==> config.mk <==
export PLATFORM = sky130hd
export DESIGN_NAME = init_sequencer
export DESIGN_NICKNAME = d
export VERILOG_FILES = /design/src/rtl/init_sequencer.sv
export SDC_FILE = /design/constraint.sdc
export NUM_CORES = 1
export LEC_CHECK = 0
export BUFFER_PORTS_ARGS = -buffer_cell sky130_fd_sc_hd__buf_2
export CORE_MARGIN = 4
export CORE_UTILIZATION = 30
export DETAILED_ROUTE_END_ITERATION = 7
export SLEW_MARGIN = 20
export SYNTH_ARGS = -nofsm -noshare
export SYNTH_HDL_FRONTEND = slang
export SYNTH_SLANG_ARGS = --single-unit
==> constraint.sdc <==
create_clock -name clk -period 2.7 [get_ports clk]
set_input_delay 0.54 -clock clk [delete_from_list [all_inputs] [get_ports clk]]
set_output_delay 0.54 -clock clk [all_outputs]
set_load 0.005 [all_outputs]
==> src/rtl/init_sequencer.sv <==
// Power-up / re-initialisation sequencer: steps RST_HOLD -> CONFIG -> CALIB -> RUN
// with per-phase timeout, bounded retry and a fault latch; drives the init mux phase select.
module init_sequencer #(
   parameter int RESET_CYCLES   = 16,
   parameter int TIMEOUT_CYCLES = 1024,
   parameter int MAX_RETRY      = 3,
   parameter int CNT_W          = 16
) (
   input  logic       clk,
   input  logic       rst,
   input  logic       restart,
   input  logic       cfg_done,
   input  logic       cal_done,
   output logic [1:0] init_sel,
   output logic       ready,
   output logic       fault,
   output logic [3:0] retry_cnt
);

   typedef enum logic [2:0] {
      RST_HOLD,
      CONFIG,
      CALIB,
      RUN,
      FAULT
   } state_t;

   localparam logic [CNT_W-1:0] RESET_LAST   = CNT_W'(RESET_CYCLES - 1);
   localparam logic [CNT_W-1:0] TIMEOUT_LAST = CNT_W'(TIMEOUT_CYCLES - 1);
   localparam logic [3:0]       RETRY_LIMIT  = 4'(MAX_RETRY);

   state_t           state;
   state_t           state_nx;
   logic [CNT_W-1:0] cnt;
   logic [CNT_W-1:0] cnt_nx;
   logic [3:0]       retry_nx;
   logic [3:0]       retry_inc;
   logic [1:0]       sel_nx;
   logic             ready_nx;
   logic             fault_nx;

   assign retry_inc = (retry_cnt == 4'hF) ? retry_cnt : retry_cnt + 4'd1;

   always_comb begin
      state_nx = state;
      cnt_nx   = cnt + CNT_W'(1);
      retry_nx = retry_cnt;
      case (state)
         RST_HOLD: begin
            if (cnt == RESET_LAST) state_nx = CONFIG;
         end
         CONFIG: begin
            if (cfg_done) begin
               state_nx = CALIB;
            end else if (cnt == TIMEOUT_LAST) begin
               retry_nx = retry_inc;
               state_nx = (retry_cnt == RETRY_LIMIT) ? FAULT : RST_HOLD;
            end
         end
         CALIB: begin
            if (cal_done) begin
               state_nx = RUN;
            end else if (cnt == TIMEOUT_LAST) begin
               retry_nx = retry_inc;
               state_nx = (retry_cnt == RETRY_LIMIT) ? FAULT : RST_HOLD;
            end
         end
         RUN, FAULT: begin
            cnt_nx = cnt;
         end
         default: begin
            state_nx = RST_HOLD;
         end
      endcase

      if (restart) begin
         state_nx = RST_HOLD;
         retry_nx = '0;
      end

      // restart while already in RST_HOLD is not a state change but must still clear the count
      if ((state_nx != state) || restart) cnt_nx = '0;
   end

   always_comb begin
      sel_nx   = 2'b00;
      ready_nx = 1'b0;
      fault_nx = 1'b0;
      case (state_nx)
         CONFIG:  sel_nx = 2'b01;
         CALIB:   sel_nx = 2'b10;
         RUN: begin
            sel_nx   = 2'b11;
            ready_nx = 1'b1;
         end
         FAULT:   fault_nx = 1'b1;
         default: sel_nx = 2'b00;
      endcase
   end

   always_ff @(posedge clk) begin
      if (rst) begin
         state     <= RST_HOLD;
         cnt       <= '0;
         retry_cnt <= '0;
         init_sel  <= 2'b00;
         ready     <= 1'b0;
         fault     <= 1'b0;
      end else begin
         state     <= state_nx;
         cnt       <= cnt_nx;
         retry_cnt <= retry_nx;
         init_sel  <= sel_nx;
         ready     <= ready_nx;
         fault     <= fault_nx;
      end
   end

endmodule

==> flow_metrics.tcl, run 1 <==
set metrics [dict create \
    ios 13 \
    setup-violations-final 0 \
    ys.flop_type "dfxtp_1" \
    clock-root-buffer "clkbuf_8" \
    worst_pin_slew_ns 0.744 \
    power_frac_comb_pct 3.4 \
    timing.clock.skew_ns 0.00136 \
    timing.critical_path.from_type "flop" \
    finalWorstPathRequiredPeriod_ns 2.00 \
    floorplan.die_area_um2 6050 \
    timing.final.hold_violations 0 \
    relative_contribution_of_the_clock_network_to_total_power_pct 35.6 \
    synth.lib_cells_used.distinct 48 \
    postSynthAreaPerCell_um2 8.90 \
    finalWeightedCongestion 0.812 \
    post_drt_wl_per_cell_um 12.8 \
    synth_edf_count 0 \
    met3RoutedLength_um 59 \
    critical_path.n_buffers_inverters 0 \
    dr.pass1.iters 4 \
    routed_via_density 5.16 \
    initial_utilization_pct 30.9 \
    wl_met2_um 1450 \
    setup.worst_path.class "flop to flop" \
    tritoncts_clock_tree "yes" \
    max_slew_vio_count 0 \
    crit_path_end_kind "flop" \
    gr-total-overflow 0 \
    number_of_global_route_vias_before_repair 1125 \
    drv.max_cap_violation_count 0 \
    highest_metal_layer_with_signal_wires "met4" \
    syn_nets 171 \
    worst_hold_path_type "flop to flop" \
    path_clk_slew_ns 0.09 \
    clockBufferDepth 2 \
    grt_setup_unrepaired "false" \
    fmax_ghz 0.501 \
    clock_insertion_delay_worst_skew_ns 0.27 \
    routed_vias 1249 \
    grt_use_total_pct 10.7 \
    dieHeight_um 77.8 \
    fraction_of_final_layout_cells_with_drive_strength_greater_than_1_pct 17.1 \
    yosysSeqAreaShare_pct 37.0 \
    required_ns 2.83 \
    switchingPower_w 0.000145 \
    critical_path.slowest_cell "or4b_4" \
    core_region_area_um2 4720 \
    power_density_nw_per_um2 404 \
    crit_chain "ha_1 > nand3_1 > or4b_4 > o21ai_4 > a211oi_1" \
    power_frac_seq_pct 61.0 \
    relSlewSlack_pct 50.4 \
    max_stage_delay_ns 0.55 \
    ctsHtreeMaxLevel 1 \
    antenna_found_initial 0 \
    netlist_instances 164 \
    first_pass_grt_wire_length_um 5360 \
    post-cts-setup-buffers 0 \
    route.antenna.remaining_nets 0 \
    fin_tns_setup_ns 0 \
    drt_iter0_markers 100 \
    critical_path.max_fanout 16 \
    fin_util_pct 34.4 \
    worst_path_dominant_cell_family "simple AND/OR/NAND/NOR gates" \
    yosys_register_bits 27 \
    power_leakage_nw 0.551 \
    wl_met1_um 1550 \
    number_of_rows_in_the_core_area 25 \
    internal-power_w 0.000512 \
    switch_share_pct 22.1 \
    clock_sinks 27 \
    cts_inserted_buffers 3 \
    irDropWorstVdd_mv 0.222 \
    post_cts_hold_buffer_count 0 \
    die_w_um 77.8 \
    hpwl_um 2250 \
    synth_warnings 0 \
    antenna-diode-count 0 \
    detail_route.wirelength_um 3090 \
    portion_of_the_clock_cycle_consumed_by_the_worst_path_in_the_final_layout_pct 73.9 \
    drt_drc_violations_left 0 \
    synth.cell_area_um2 1460 \
    ys_async_sr_fraction_pct 0 \
    worst_ep_arrival_time_ns 2.12 \
    buffer_ports.inserted 12 \
    run_status "finished clean" \
    cts-resized-gates 0 \
    grt_start_max_net_pins 17 \
    fin_nets 183 \
    syn2layout_area_growth_pct 11.3 \
]
==> area by class of cell <==
type	instances	area, um2
inverter	2	7.51
fill	500	3100
clock inverter	1	5.00
timing repair buffer	14	75.1
multi-input combinational	128	872
tap	67	83.8
clock buffer	3	41.3
sequential	27	541
==> metal layers <==
metal | GRT usage (%) | up-vias
met5 | 0 | -
met1 | 14.7 | 585
met2 | 16.7 | 12
met4 | 4.80 | 0
met3 | 1.16 | 2
li1 | - | 650
==> synth_stat cells (2+ instances only) <==
library cell  number  area share, %
dfxtp_1           27             37
nor3_1            11            3.8
nand2_1           10            2.6
a211oi_1           9            4.6
nand3_1            9            3.1
nor2_1             8            2.1
o21ai_0            8            2.7
nand4_1            6            2.6
or3_1              6            2.6
a21oi_1            5            1.7
xnor2_1            5            3.0
and4_1             4            2.4
mux2i_1            4            2.7
buf_2              3            1.0
nand3b_1           3            1.5
o31ai_1            3            1.5
or4_1              3            1.5
xor2_1             3            1.8
and3_1             2           0.86
clkbuf_2           2           0.69
ha_1               2            1.7
inv_1              2           0.51
nor2b_1            2           0.86
nor4_1             2           0.86
or3b_2             2            1.2
==> layout by cell type (no fill, tap or decap), types with 2 or more instances in the layout <==
cell type   n
a211oi_1    9
a21oi_1     5
and3_1      2
and4_1      4
buf_2      12
buf_4       2
clkbuf_8    3
dfxtp_1    27
ha_1        2
inv_1       2
mux2i_1     4
nand2_1    10
nand3_1     9
nand3b_1    3
nand4_1     6
nor2_1      8
nor2b_1     2
nor3_1     11
nor4_1      2
o21ai_0     8
o31ai_1     3
or3_1       6
or3b_2      2
or4_1       3
xnor2_1     5
xor2_1      3
==> worst min-delay path: cells and delay by family (launching register included) <==
kind	cells	cell delay [ns]
simple gates	1	0.06
flops	1	0.35
mux	1	0.06
==> power by group through the flow <==
stage,registers (W),logic [W],clock network [W]
floorplan,0.000410,0.0000147,0
global placement,0.000410,0.0000227,0
detailed placement,0.000410,0.0000224,0
CTS,0.000401,0.0000225,0.000243
global route,0.000401,0.0000253,0.000261
finish,0.000401,0.0000223,0.000234
==> sequential cells by signal, summed over array words and instances, names as in the netlist <==
name	cells
cnt	16
ready	1
state	3
init_sel	2
retry_cnt	4
fault	1
==> stage by stage <==
stage	power [W]	hold slack [ns]	cells	setup slack, ns	cell area [um2]
2_1_floorplan	0.000425	0.479	164	0.921	1460
3_3_place_gp	0.000433	0.491	238	0.739	1580
3_5_place_dp	0.000433	0.499	238	0.717	1580
4_1_cts	0.000666	0.514	242	0.712	1630
5_1_grt	0.000688	0.543	242	0.514	1630
6_report	0.000657	0.510	242	0.705	1630
==> worst paths after layout <==
check                      end         start  slack (ns)  cells past startpoint
setup / recovery        cnt[9]        cnt[0]        0.70                      5
hold / removal    retry_cnt[0]  retry_cnt[0]        0.51                      2
setup reg to reg        cnt[9]        cnt[0]        0.70                      5
hold reg to reg   retry_cnt[0]  retry_cnt[0]        0.51                      2
==> cells by family (layout without fill, tap and decap cells) <==
| logic type | Yosys count | in the layout | synth area share [%] |
|---|---|---|---|
| AOI/OAI and AO/OA | 32 | 32 | 15.1 |
| xor gates and xnor gates | 8 | 8 | 4.80 |
| DFF | 27 | 27 | 37.0 |
| muxes | 4 | 4 | 2.74 |
| adders and majority gates | 2 | 2 | 1.71 |
| buffers and inverters | 9 | 20 | 3.26 |
| and+or+nand+nor | 82 | 82 | 35.4 |
No activity file was read; power rests on OpenSTA's default activity.
==> run 2: changes to the inputs <==
clock period = 1.68 ns   (was 2.7 ns; I/O delays follow)
==> flow_metrics.tcl, run 2 (same netlist as run 1, synthesis figures left out) <==
set metrics [dict create \
    worst_path_dominant_cell_family "simple AND/OR/NAND/NOR gates" \
    irDropWorstVdd_mv 0.250 \
    worst_reg2reg_path_depth 5 \
    fraction_of_final_layout_cells_with_drive_strength_greater_than_1_pct 33.3 \
    tritoncts_clock_tree "yes" \
    hpwl_um 2530 \
    post_cts_hold_buffer_count 0 \
    max_slew_vio_count 0 \
    grt_start_max_net_pins 17 \
    required_ns 1.83 \
    worst_hold_slack_ns 0.344 \
    portion_of_the_clock_cycle_consumed_by_the_worst_path_in_the_final_layout_pct 98.9 \
    run_status "finished clean" \
    path_clk_slew_ns 0.09 \
    syn2layout_area_growth_pct 29.4 \
    setup.worst_path.class "flop to flop" \
    hold_depth 3 \
    dr.pass1.iters 4 \
    detailed_place.area_um2 1810 \
    grt_setup_unrepaired "true" \
    clockBufferDepth 2 \
    dieHeight_um 77.8 \
    drt_iter0_markers 113 \
    antenna-diode-count 0 \
    crit_path_end_kind "flop" \
    power_leakage_nw 0.693 \
    cp_num_cells 5 \
    gr-total-overflow 0 \
    grt_use_total_pct 11.7 \
    fmax_ghz 0.602 \
    largest_registers_in_the_final_layout "cnt x16, retry_cnt x4, state x3" \
    number_of_global_route_vias_before_repair 1251 \
    routed_vias 1338 \
    max_stage_delay_ns 0.52 \
    first_pass_grt_wire_length_um 5860 \
    critical_path.n_buffers_inverters 1 \
    post_drt_wl_per_cell_um 12.4 \
    timing.clock.skew_ns 0.00394 \
    power_density_nw_per_um2 558 \
    buffer_ports.inserted 12 \
    core_region_area_um2 4720 \
    critical_path.slowest_cell "or4b_4" \
    crit_chain "nor4_4 > or4b_4 > o21ai_4 > buf_12 > a211oi_1" \
    finalWorstPathRequiredPeriod_ns 1.66 \
    clock-root-buffer "clkbuf_8" \
    critical_path.max_fanout 16 \
    routed_via_density 4.99 \
    route.antenna.remaining_nets 0 \
    relSlewSlack_pct 75.9 \
    placed_cells 263 \
    cts_inserted_buffers 3 \
    number_of_rows_in_the_core_area 25 \
    largest_register_by_flop_count "cnt" \
    die_w_um 77.8 \
    layout.cells.most_common "buf_4" \
    filler_cell_count_in_the_final_layout 463 \
    detail_route.wirelength_um 3320 \
    clock_sinks 27 \
    drv.max_cap_violation_count 0 \
    worst_hold_path_type "input pin to flop" \
    setup-violations-final 0 \
    fin_nets 209 \
    ios 13 \
    worst_pin_slew_ns 0.357 \
    finalWeightedCongestion 0.796 \
    drt_drc_violations_left 0 \
    initial_utilization_pct 30.9 \
    stdcell_area_um2 1890 \
    timing.final.hold_violations 0 \
    antenna_found_initial 0 \
    timing.critical_path.from_type "flop" \
    clock_insertion_delay_worst_skew_ns 0.27 \
    layoutNonFillerInstCount 268 \
    worst_ep_arrival_time_ns 1.82 \
    floorplan.die_area_um2 6050 \
    ctsHtreeMaxLevel 1 \
    largest_reg_flops 16 \
    most-common-layout-cells "27 x buf_4, 20 x dfxtp_1, 12 x buf_2, 11 x nor3_1, 10 x nand2_1" \
]
==> run 2: cell count changes in the layout (fill, tap and decap cells not counted), sizes merged <==
cell	change
clkinv	-1
clkbuf	+1
buf	+26
==> run 2: worst min-delay path: stages <==
cell     delay [ns]
buf_2          0.10
or3_1          0.09
mux2i_1        0.05
==> run 2: worst paths after layout <==
check / from / end / slack, ns
setup / recovery: cnt[15] / cnt[13] / 0.02
hold / removal: rst / retry_cnt[3] / 0.34
setup reg to reg: cnt[15] / cnt[13] / 0.02
hold reg to reg: retry_cnt[1] / retry_cnt[1] / 0.49
==> run 2: cell type report <==
class / count / area, um2 / share of cell area (%)
Multi-Input combinational cell: 128 / 916 / 48.5
Sequential cell: 27 / 554 / 29.3
Timing Repair Buffer: 40 / 283 / 15.0
Tap cell: 67 / 83.8 / 4.44
Clock buffer: 4 / 45.0 / 2.38
Inverter: 2 / 7.51 / 0.397
==> run 2: per-layer routing <==
layer  routed length [um]  vias up  part of all wire [%]  global-route usage (%)
met1                 1640      616                    49                    16.4
met3                   83        5                   2.5                    1.04
met2                 1530       20                    46                    18.4
li1                     -      697                     -                       -
met5                    0        -                     0                       0
met4                   63        0                   1.9                    4.80
==> run 2: stage by stage <==
stage          setup TNS, ns  setup slack (ns)  total power, W  util, %
2_1_floorplan              0           0.00735        0.000685        -
3_3_place_gp               0            0.0298        0.000703     38.3
3_5_place_dp               0            0.0149        0.000704     38.3
5_1_grt               -0.471           -0.0484         0.00110     40.0
6_report                   0            0.0190         0.00105     40.0
4_1_cts                    0          0.000146         0.00107     39.4
==> run 2: repair_timing <==
action                     in CTS  in global routing
pin swaps                       0                  3
buffers inserted                0                  1
gates resized for setup         2                  9
setup endpoints to repair       2                 20
==> run 2: power breakdown <==
group / internal (W) / total (W) / switching [W]
Sequential: 0.000640 / 0.000644 / 0.00000362
Clock: 0.000170 / 0.000368 / 0.000198
Combinational: 0.0000200 / 0.0000428 / 0.0000228
Total: 0.000830 / 0.00105 / 0.000224
